==> src/rtl/axi_regm_pkg.sv <==
// axi_regm_pkg: state encoding and fixed AXI field values shared by axi_reg_master
package axi_regm_pkg;
    typedef enum logic [2:0] {IDLE, W_REQ, W_RESP, R_REQ, R_RESP, RSP} regm_state_t;
    localparam logic [1:0] OKAY = 2'b00;
    localparam logic [1:0] EXOKAY = 2'b01;
    localparam logic [1:0] SLVERR = 2'b10;
    localparam logic [1:0] DECERR = 2'b11;
    localparam logic [2:0] SIZE_4B = 3'b010;
    localparam logic [1:0] BURST_INCR = 2'b01;
endpackage

==> src/rtl/axi_ifc.sv <==
// axi_ifc: 32-bit AXI4 bundle with a master modport; ID width set by ID_W
interface axi_ifc #(parameter int ID_W = 4);
    logic [ID_W-1:0] awid;
    logic [31:0] awaddr;
    logic [7:0] awlen;
    logic [2:0] awsize;
    logic [1:0] awburst;
    logic awlock;
    logic [3:0] awcache;
    logic [2:0] awprot;
    logic awvalid, awready;
    logic [31:0] wdata;
    logic [3:0] wstrb;
    logic wlast, wvalid, wready;
    logic [ID_W-1:0] bid;
    logic [1:0] bresp;
    logic bvalid, bready;
    logic [ID_W-1:0] arid;
    logic [31:0] araddr;
    logic [7:0] arlen;
    logic [2:0] arsize;
    logic [1:0] arburst;
    logic arlock;
    logic [3:0] arcache;
    logic [2:0] arprot;
    logic arvalid, arready;
    logic [ID_W-1:0] rid;
    logic [31:0] rdata;
    logic [1:0] rresp;
    logic rlast, rvalid, rready;
    modport master (
        output awid, awaddr, awlen, awsize, awburst, awlock, awcache, awprot, awvalid,
        input  awready,
        output wdata, wstrb, wlast, wvalid,
        input  wready,
        input  bid, bresp, bvalid,
        output bready,
        output arid, araddr, arlen, arsize, arburst, arlock, arcache, arprot, arvalid,
        input  arready,
        input  rid, rdata, rresp, rlast, rvalid,
        output rready
    );
endinterface

==> src/rtl/axi_regm_watchdog.sv <==
// axi_regm_watchdog: response watchdog; load clears, en counts, expire at LIMIT-1
// Ports: clk, rst_n (async active-low), load, en, expire
module axi_regm_watchdog #(
    parameter int LIMIT = 1024
) (
    input  logic clk,
    input  logic rst_n,
    input  logic load,
    input  logic en,
    output logic expire
);
    localparam int W = $clog2(LIMIT);
    logic [W-1:0] count;
    assign expire = en && (count == W'(LIMIT - 1));
    always_ff @(posedge clk or negedge rst_n) begin
        if (!rst_n) count <= '0;
        else if (load) count <= '0;
        else if (en && !expire) count <= count + 1'b1;
    end
endmodule

==> src/rtl/axi_reg_master.sv <==
// axi_reg_master: single-outstanding AXI initiator turning register commands into one-beat reads/writes
// Ports: clk, rst_n (async active-low); m (AXI master); cmd valid/ready/write/addr/wdata;
//        rsp valid/ready/rdata/resp; rsp_timeout only when AXI_REGM_TIMEOUT_EN is defined
module axi_reg_master
    import axi_regm_pkg::*;
#(
    parameter int ID_VALUE = 0,
    parameter int TIMEOUT_CYCLES = 1024
) (
    input  logic        clk,
    input  logic        rst_n,
    axi_ifc.master      m,
    input  logic        i_cmd_valid,
    output logic        o_cmd_ready,
    input  logic        i_cmd_write,
    input  logic [31:0] i_cmd_addr,
    input  logic [31:0] i_cmd_wdata,
    output logic        o_rsp_valid,
    input  logic        i_rsp_ready,
    output logic [31:0] o_rsp_rdata,
    output logic [1:0]  o_rsp_resp
`ifdef AXI_REGM_TIMEOUT_EN
    ,
    output logic        o_rsp_timeout
`endif
);
    localparam int ID_W = $bits(m.awid);
    regm_state_t state, state_n;
    logic awvalid, wvalid, bready, arvalid, rready;
    logic awvalid_n, wvalid_n, bready_n, arvalid_n, rready_n, cmd_ready_n, rsp_valid_n;
    logic [31:0] addr, wdata;
    logic cmd_hs, expire;
`ifdef AXI_REGM_TIMEOUT_EN
    localparam bit DRAIN = 1'b1;
    logic busy;
    assign busy = state inside {W_REQ, W_RESP, R_REQ, R_RESP};
    axi_regm_watchdog #(.LIMIT(TIMEOUT_CYCLES)) u_wdog (
        .clk(clk), .rst_n(rst_n), .load(cmd_hs), .en(busy), .expire(expire)
    );
`else
    localparam bit DRAIN = 1'b0;
    assign expire = 1'b0;
`endif
    assign cmd_hs = i_cmd_valid && o_cmd_ready;
    assign m.awid = ID_W'(ID_VALUE);
    assign m.arid = ID_W'(ID_VALUE);
    assign m.awaddr = addr;
    assign m.araddr = addr;
    assign m.wdata = wdata;
    assign m.awlen = 8'h00;
    assign m.arlen = 8'h00;
    assign m.awsize = SIZE_4B;
    assign m.arsize = SIZE_4B;
    assign m.awburst = BURST_INCR;
    assign m.arburst = BURST_INCR;
    assign m.awlock = 1'b0;
    assign m.arlock = 1'b0;
    assign m.awcache = 4'h0;
    assign m.arcache = 4'h0;
    assign m.awprot = 3'h0;
    assign m.arprot = 3'h0;
    assign m.wstrb = 4'hF;
    assign m.wlast = 1'b1;
    assign m.awvalid = awvalid;
    assign m.wvalid = wvalid;
    assign m.bready = bready;
    assign m.arvalid = arvalid;
    assign m.rready = rready;
    always_comb begin
        state_n = state;
        case (state)
            IDLE:    state_n = cmd_hs ? (i_cmd_write ? W_REQ : R_REQ) : IDLE;
            // a dropped valid means that channel already handshook
            W_REQ:   state_n = ((!awvalid || m.awready) && (!wvalid || m.wready)) ? W_RESP : W_REQ;
            W_RESP:  state_n = m.bvalid ? RSP : W_RESP;
            R_REQ:   state_n = m.arready ? R_RESP : R_REQ;
            R_RESP:  state_n = m.rvalid ? RSP : R_RESP;
            RSP:     state_n = i_rsp_ready ? IDLE : RSP;
            default: state_n = IDLE;
        endcase
        if (expire) state_n = RSP;
        awvalid_n = (state_n == W_REQ) && ((state == IDLE) || (awvalid && !m.awready));
        wvalid_n = (state_n == W_REQ) && ((state == IDLE) || (wvalid && !m.wready));
        arvalid_n = (state_n == R_REQ);
        // with the watchdog, IDLE keeps both response readies up to swallow late responses
        bready_n = (state_n == W_RESP) || (DRAIN && state_n == IDLE);
        rready_n = (state_n == R_RESP) || (DRAIN && state_n == IDLE);
        cmd_ready_n = (state_n == IDLE);
        rsp_valid_n = (state_n == RSP);
    end
    always_ff @(posedge clk or negedge rst_n) begin
        if (!rst_n) begin
            state <= IDLE;
            {awvalid, wvalid, bready, arvalid, rready, o_cmd_ready, o_rsp_valid} <= '0;
        end else begin
            state <= state_n;
            {awvalid, wvalid, bready, arvalid, rready, o_cmd_ready, o_rsp_valid} <=
                {awvalid_n, wvalid_n, bready_n, arvalid_n, rready_n, cmd_ready_n, rsp_valid_n};
        end
    end
    always_ff @(posedge clk or negedge rst_n) begin
        if (!rst_n) begin
            addr <= '0;
            wdata <= '0;
            o_rsp_rdata <= '0;
            o_rsp_resp <= OKAY;
`ifdef AXI_REGM_TIMEOUT_EN
            o_rsp_timeout <= 1'b0;
`endif
        end else begin
            if (cmd_hs) begin
                addr <= i_cmd_addr & ~32'h3;
                wdata <= i_cmd_wdata;
                o_rsp_rdata <= '0;
                o_rsp_resp <= OKAY;
`ifdef AXI_REGM_TIMEOUT_EN
                o_rsp_timeout <= 1'b0;
`endif
            end
            if (state == W_RESP && m.bvalid) o_rsp_resp <= m.bresp;
            if (state == R_RESP && m.rvalid) begin
                o_rsp_rdata <= m.rdata;
                o_rsp_resp <= m.rresp;
            end
`ifdef AXI_REGM_TIMEOUT_EN
            if (expire) begin
                o_rsp_rdata <= '0;
                o_rsp_resp <= SLVERR;
                o_rsp_timeout <= 1'b1;
            end
`endif
        end
    end
endmodule

==> src/flat_wrapper.sv <==
// flat-port wrapper written by rule: the top's interface ports become plain ports
module axi_reg_master_flat import axi_regm_pkg::*;
#(
    parameter int ID_VALUE = 0,
    parameter int TIMEOUT_CYCLES = 1024
)
  (clk, rst_n, i_cmd_valid, o_cmd_ready, i_cmd_write, i_cmd_addr, i_cmd_wdata, o_rsp_valid, i_rsp_ready, o_rsp_rdata, o_rsp_resp, m_awid, m_awaddr, m_awlen, m_awsize, m_awburst, m_awlock, m_awcache, m_awprot, m_awvalid, m_awready, m_wdata, m_wstrb, m_wlast, m_wvalid, m_wready, m_bid, m_bresp, m_bvalid, m_bready, m_arid, m_araddr, m_arlen, m_arsize, m_arburst, m_arlock, m_arcache, m_arprot, m_arvalid, m_arready, m_rid, m_rdata, m_rresp, m_rlast, m_rvalid, m_rready);
  axi_ifc m_i ();
  input  logic clk;
  input  logic rst_n;
  input  logic i_cmd_valid;
  output logic o_cmd_ready;
  input  logic i_cmd_write;
  input  logic [31:0] i_cmd_addr;
  input  logic [31:0] i_cmd_wdata;
  output logic o_rsp_valid;
  input  logic i_rsp_ready;
  output logic [31:0] o_rsp_rdata;
  output logic [1:0] o_rsp_resp;
  output wire logic [$bits(m_i.awid)-1:0] m_awid;
  output wire logic [$bits(m_i.awaddr)-1:0] m_awaddr;
  output wire logic [$bits(m_i.awlen)-1:0] m_awlen;
  output wire logic [$bits(m_i.awsize)-1:0] m_awsize;
  output wire logic [$bits(m_i.awburst)-1:0] m_awburst;
  output wire logic [$bits(m_i.awlock)-1:0] m_awlock;
  output wire logic [$bits(m_i.awcache)-1:0] m_awcache;
  output wire logic [$bits(m_i.awprot)-1:0] m_awprot;
  output wire logic [$bits(m_i.awvalid)-1:0] m_awvalid;
  input wire logic [$bits(m_i.awready)-1:0] m_awready;
  output wire logic [$bits(m_i.wdata)-1:0] m_wdata;
  output wire logic [$bits(m_i.wstrb)-1:0] m_wstrb;
  output wire logic [$bits(m_i.wlast)-1:0] m_wlast;
  output wire logic [$bits(m_i.wvalid)-1:0] m_wvalid;
  input wire logic [$bits(m_i.wready)-1:0] m_wready;
  input wire logic [$bits(m_i.bid)-1:0] m_bid;
  input wire logic [$bits(m_i.bresp)-1:0] m_bresp;
  input wire logic [$bits(m_i.bvalid)-1:0] m_bvalid;
  output wire logic [$bits(m_i.bready)-1:0] m_bready;
  output wire logic [$bits(m_i.arid)-1:0] m_arid;
  output wire logic [$bits(m_i.araddr)-1:0] m_araddr;
  output wire logic [$bits(m_i.arlen)-1:0] m_arlen;
  output wire logic [$bits(m_i.arsize)-1:0] m_arsize;
  output wire logic [$bits(m_i.arburst)-1:0] m_arburst;
  output wire logic [$bits(m_i.arlock)-1:0] m_arlock;
  output wire logic [$bits(m_i.arcache)-1:0] m_arcache;
  output wire logic [$bits(m_i.arprot)-1:0] m_arprot;
  output wire logic [$bits(m_i.arvalid)-1:0] m_arvalid;
  input wire logic [$bits(m_i.arready)-1:0] m_arready;
  input wire logic [$bits(m_i.rid)-1:0] m_rid;
  input wire logic [$bits(m_i.rdata)-1:0] m_rdata;
  input wire logic [$bits(m_i.rresp)-1:0] m_rresp;
  input wire logic [$bits(m_i.rlast)-1:0] m_rlast;
  input wire logic [$bits(m_i.rvalid)-1:0] m_rvalid;
  output wire logic [$bits(m_i.rready)-1:0] m_rready;
  assign m_awid = m_i.awid;
  assign m_awaddr = m_i.awaddr;
  assign m_awlen = m_i.awlen;
  assign m_awsize = m_i.awsize;
  assign m_awburst = m_i.awburst;
  assign m_awlock = m_i.awlock;
  assign m_awcache = m_i.awcache;
  assign m_awprot = m_i.awprot;
  assign m_awvalid = m_i.awvalid;
  assign m_i.awready = m_awready;
  assign m_wdata = m_i.wdata;
  assign m_wstrb = m_i.wstrb;
  assign m_wlast = m_i.wlast;
  assign m_wvalid = m_i.wvalid;
  assign m_i.wready = m_wready;
  assign m_i.bid = m_bid;
  assign m_i.bresp = m_bresp;
  assign m_i.bvalid = m_bvalid;
  assign m_bready = m_i.bready;
  assign m_arid = m_i.arid;
  assign m_araddr = m_i.araddr;
  assign m_arlen = m_i.arlen;
  assign m_arsize = m_i.arsize;
  assign m_arburst = m_i.arburst;
  assign m_arlock = m_i.arlock;
  assign m_arcache = m_i.arcache;
  assign m_arprot = m_i.arprot;
  assign m_arvalid = m_i.arvalid;
  assign m_i.arready = m_arready;
  assign m_i.rid = m_rid;
  assign m_i.rdata = m_rdata;
  assign m_i.rresp = m_rresp;
  assign m_i.rlast = m_rlast;
  assign m_i.rvalid = m_rvalid;
  assign m_rready = m_i.rready;
  axi_reg_master #(.ID_VALUE(ID_VALUE), .TIMEOUT_CYCLES(TIMEOUT_CYCLES)) u_core (.clk(clk), .rst_n(rst_n), .m(m_i), .i_cmd_valid(i_cmd_valid), .o_cmd_ready(o_cmd_ready), .i_cmd_write(i_cmd_write), .i_cmd_addr(i_cmd_addr), .i_cmd_wdata(i_cmd_wdata), .o_rsp_valid(o_rsp_valid), .i_rsp_ready(i_rsp_ready), .o_rsp_rdata(o_rsp_rdata), .o_rsp_resp(o_rsp_resp));
endmodule
==> config.mk <==
export PLATFORM = sky130hd
export DESIGN_NAME = axi_reg_master_flat
export DESIGN_NICKNAME = d
export VERILOG_FILES = /design/src/rtl/axi_regm_pkg.sv /design/src/rtl/axi_ifc.sv /design/src/rtl/axi_regm_watchdog.sv /design/src/rtl/axi_reg_master.sv /design/src/flat_wrapper.sv
export SDC_FILE = /design/constraint.sdc
export NUM_CORES = 1
export LEC_CHECK = 0
export CAP_MARGIN = 20
export CORE_AREA = 2 2 128 130
export DETAILED_ROUTE_END_ITERATION = 10
export DIE_AREA = 0 0 130 132
export PLACE_DENSITY_LB_ADDON = 0.25
export RECOVER_POWER = 100
export SLEW_MARGIN = 20
export SYNTH_ARGS = -nofsm -noshare
export SYNTH_HDL_FRONTEND = slang
export SYNTH_HIERARCHICAL = 1
export SYNTH_SLANG_ARGS = --single-unit
==> constraint.sdc <==
create_clock -name clk -period 1.31 [get_ports clk]
set_input_delay 0.131 -clock clk [delete_from_list [all_inputs] [get_ports clk]]
set_output_delay 0.131 -clock clk [all_outputs]
set_load 0.01 [all_outputs]
==> reports/qor.yml <==
cts-htree-levels: 3
p_sw_share_pct: 35.0
gr-total-overflow: 0
layout.nets: 804
pwr-share-seq_pct: 31.4
worstReg2RegStart: "u_core/o_cmd_ready$_DFF_PN0_"
startpoint_type: "flip-flop"
fin_ws_ns: -0.160
hold_path.class: "in2reg"
internal_power_uw: 12100
relSlewSlack_pct: 48.3
finalInstanceArea_um2: 8670
finClkSkew_ns: 0.00388
grt_pass1_wl_mm: 20.9
critical_path.max_fanout: 7
drive_above_1_share_pct: 31.7
routedWlPerCell_um: 17.8
area_growth_pct: 79.9
cts.sinks: 106
core-area_um2: 15700
gr-usage-all-layers_pct: 15.6
run_status: "complete, but fails checks"
vias: 3928
hold-path-endpoint: "u_core/o_rsp_rdata[30]$_DFFE_PN0P_"
antenna_cells: 0
cp_cell_sequence: "buf_6 > nand2_8 > buf_6 > buf_12 > clkbuf_16 > mux2_4"
synth_area_leaders: "dfrtp_1, mux2_2, buf_4"
dpl_cell_area_um2: 7160
drv_slew: 0
period_share_pct: 112
post-route-util_pct: 55.2
ys_warn_count: 6
synth_top_area_share_pct: 55.0
max_freq_ghz: 0.680
firstDrtPassIters: 4
r2r_slack_ns: -0.16
holdCritStartpoint: "m_rdata[30]"
synth-async-reset-ratio_pct: 100
clk_path_buf_depth: 2
finalHoldViolCount: 0
cp_common_cell: "buf_6"
post-route-min-period_ns: 1.47
max_stage_delay_ns: 0.39
ys_top_cells_by_count: "dfrtp_1, buf_4, nand2_1, mux2_2, o21ai_0"
ys_seq_elements: 106
cp_slowest_cell: "dfrtp_1"
synth_cell_types: 31
cts_tree: "built"
holdPathStages: 3
rsz0062_at_grt: "true"
drt_iter0_drc: 111
cellLeakagePower_uw: 0.00442
synth_top_area_cell: "dfrtp_1"
dp_hpwl_mm: 9.38
syn_area_um2: 4820
syn_inst: 421
worst_pin_slew_ns: 0.776
pwr-share-comb_pct: 53.7
drc: 0
p_sw_uw: 6530
antenna_found_initial: 1
violations: "setup timing"
avgSynthCellArea_um2: 11.4
ys.flop_type: "dfrtp_1"
synth_edf_count: 0
grt_max_degree: 72
ys_seq_area_share_pct: 55.0
setup_violations: 96
rr_worst_depth: 6
cp_data_arrival_time_ns: 1.70
cts_root_buf: "clkbuf_16"
r2r-end: "u_core/m.araddr[29]$_DFFE_PN0P_"
cap_violations: 0
place_congestion: 0.779
p_per_area_nw_per_um2: 2150
cts_buffers: 9
clk_latency_ns: 0.35
rows: 46
portBuffers: 240
start_util_pct: 30.7
grt_pass1_vias: 3941
ios: 311
fp.dieH_um: 132
endpoint_kind: "flip-flop"
die_w_um: 130
clk_pin_slew_ns: 0.07
drt_wl_total_mm: 16.1
crit_type: "reg2reg"
drt.antenna.violating_nets: 0
synth_most_common_cell: "dfrtp_1"
dieArea_um2: 17200
routed_via_density: 4.34
peakVddDrop_v: 0.000914
required_ns: 1.54
p_clk_share_pct: 14.9
[routing by layer]
metal	wire length (um)	share of wire [%]	global-route usage [%]	vias up
met5	13	0.081	0	-
met4	228	1.4	5.26	2
met3	1520	9.4	6.70	17
met2	8110	50	26.2	203
met1	6240	39	17.7	1925
li1	-	-	-	1781
[timing repair]
action                     CTS  global route
cloned                       4            18
gates resized for setup    211           145
hold buffers                 1             0
hold endpoints to repair   106             0
pin swaps                    0            43
setup endpoints to repair  234           108
setup buffers               11            12
[per-stage QoR]
step / instances / hold slack (ns) / setup TNS [ns] / power [uW] / worst slack (ns)
after floorplan: 478 / -0.165 / -0.236 / 9920 / -0.0756
after global placement: 845 / 0.183 / -18.30 / 14300 / -0.295
after detailed placement: 845 / 0.192 / -20.94 / 14500 / -0.396
after CTS: 877 / 0.296 / -6.31 / 17000 / -0.124
after global routing: 906 / 0.322 / -14.95 / 19800 / -0.203
final: 906 / 0.322 / -10.11 / 18600 / -0.160
[critical path: cells and delay by family (launching register included)]
kind                   cells  cell delay, ns
multiplexers               1            0.30
buffers and inverters      4            0.59
AND/OR/NAND/NOR            1            0.06
flip-flops                 1            0.39
[cells by family after synthesis]
family,after synthesis,synth area share [%]
DFF,106,55.0
muxes,63,14.7
and+or+nand+nor,91,8.49
AOI/OAI and AO/OA,48,5.66
other,2,0.156
buffers and inverters,111,15.9
[registers in the layout, summed over array words and instances (netlist names), 2 cells and up]
register            count
u_core/m.wdata         32
u_core/o_rsp_rdata     32
u_core/m.araddr        30
u_core/state            3
u_core/o_rsp_resp       2
[power groups by stage]
stage | logic [uW] | clock network (uW) | registers, uW
floorplan | 3410 | 0 | 6520
global placement | 8490 | 0 | 5840
detailed placement | 8610 | 0 | 5910
CTS | 8320 | 2870 | 5800
global route | 10700 | 3030 | 6060
finish | 10000 | 2780 | 5850
[worst max path at each step]
stage	end	slack (ns)	startpoint	cells past startpoint
after floorplan	u_core/m.awvalid$_DFF_PN0_	-0.08	u_core/state[1]$_DFF_PN0_	4
after global placement	u_core/m.wvalid$_DFF_PN0_	-0.30	i_cmd_valid	5
after detailed placement	u_core/o_cmd_ready$_DFF_PN0_	-0.40	i_cmd_valid	5
after CTS	u_core/m.rready$_DFF_PN0_	-0.12	u_core/state[0]$_DFF_PN0_	6
after global routing	u_core/m.bready$_DFF_PN0_	-0.20	u_core/state[0]$_DFF_PN0_	5
final	u_core/m.araddr[29]$_DFFE_PN0P_	-0.16	u_core/o_cmd_ready$_DFF_PN0_	6
[cell type report]
type	instances	area [um2]
Tap cell	216	270
Inverter	2	7.51
Clock buffer	9	225
Clock inverter	7	78.8
Fill cell	1402	7040
Timing Repair Buffer	305	3230
Multi-Input combinational cell	261	2200
Sequential cell	106	2660
[layout by cell type, fill, tap and decap left out, types with 11 or more instances in the layout]
cell type / n
o21ai_1: 12
buf_4: 19
clkbuf_16: 21
dfrtp_1: 104
dlygate4sd2_1: 130
mux2_4: 62
buf_12: 11
clkdlybuf4s50_1: 106
conb_1: 59
nand2_4: 20
o21ai_2: 25
nand2_1: 40
(Power assumes the default switching activity.)
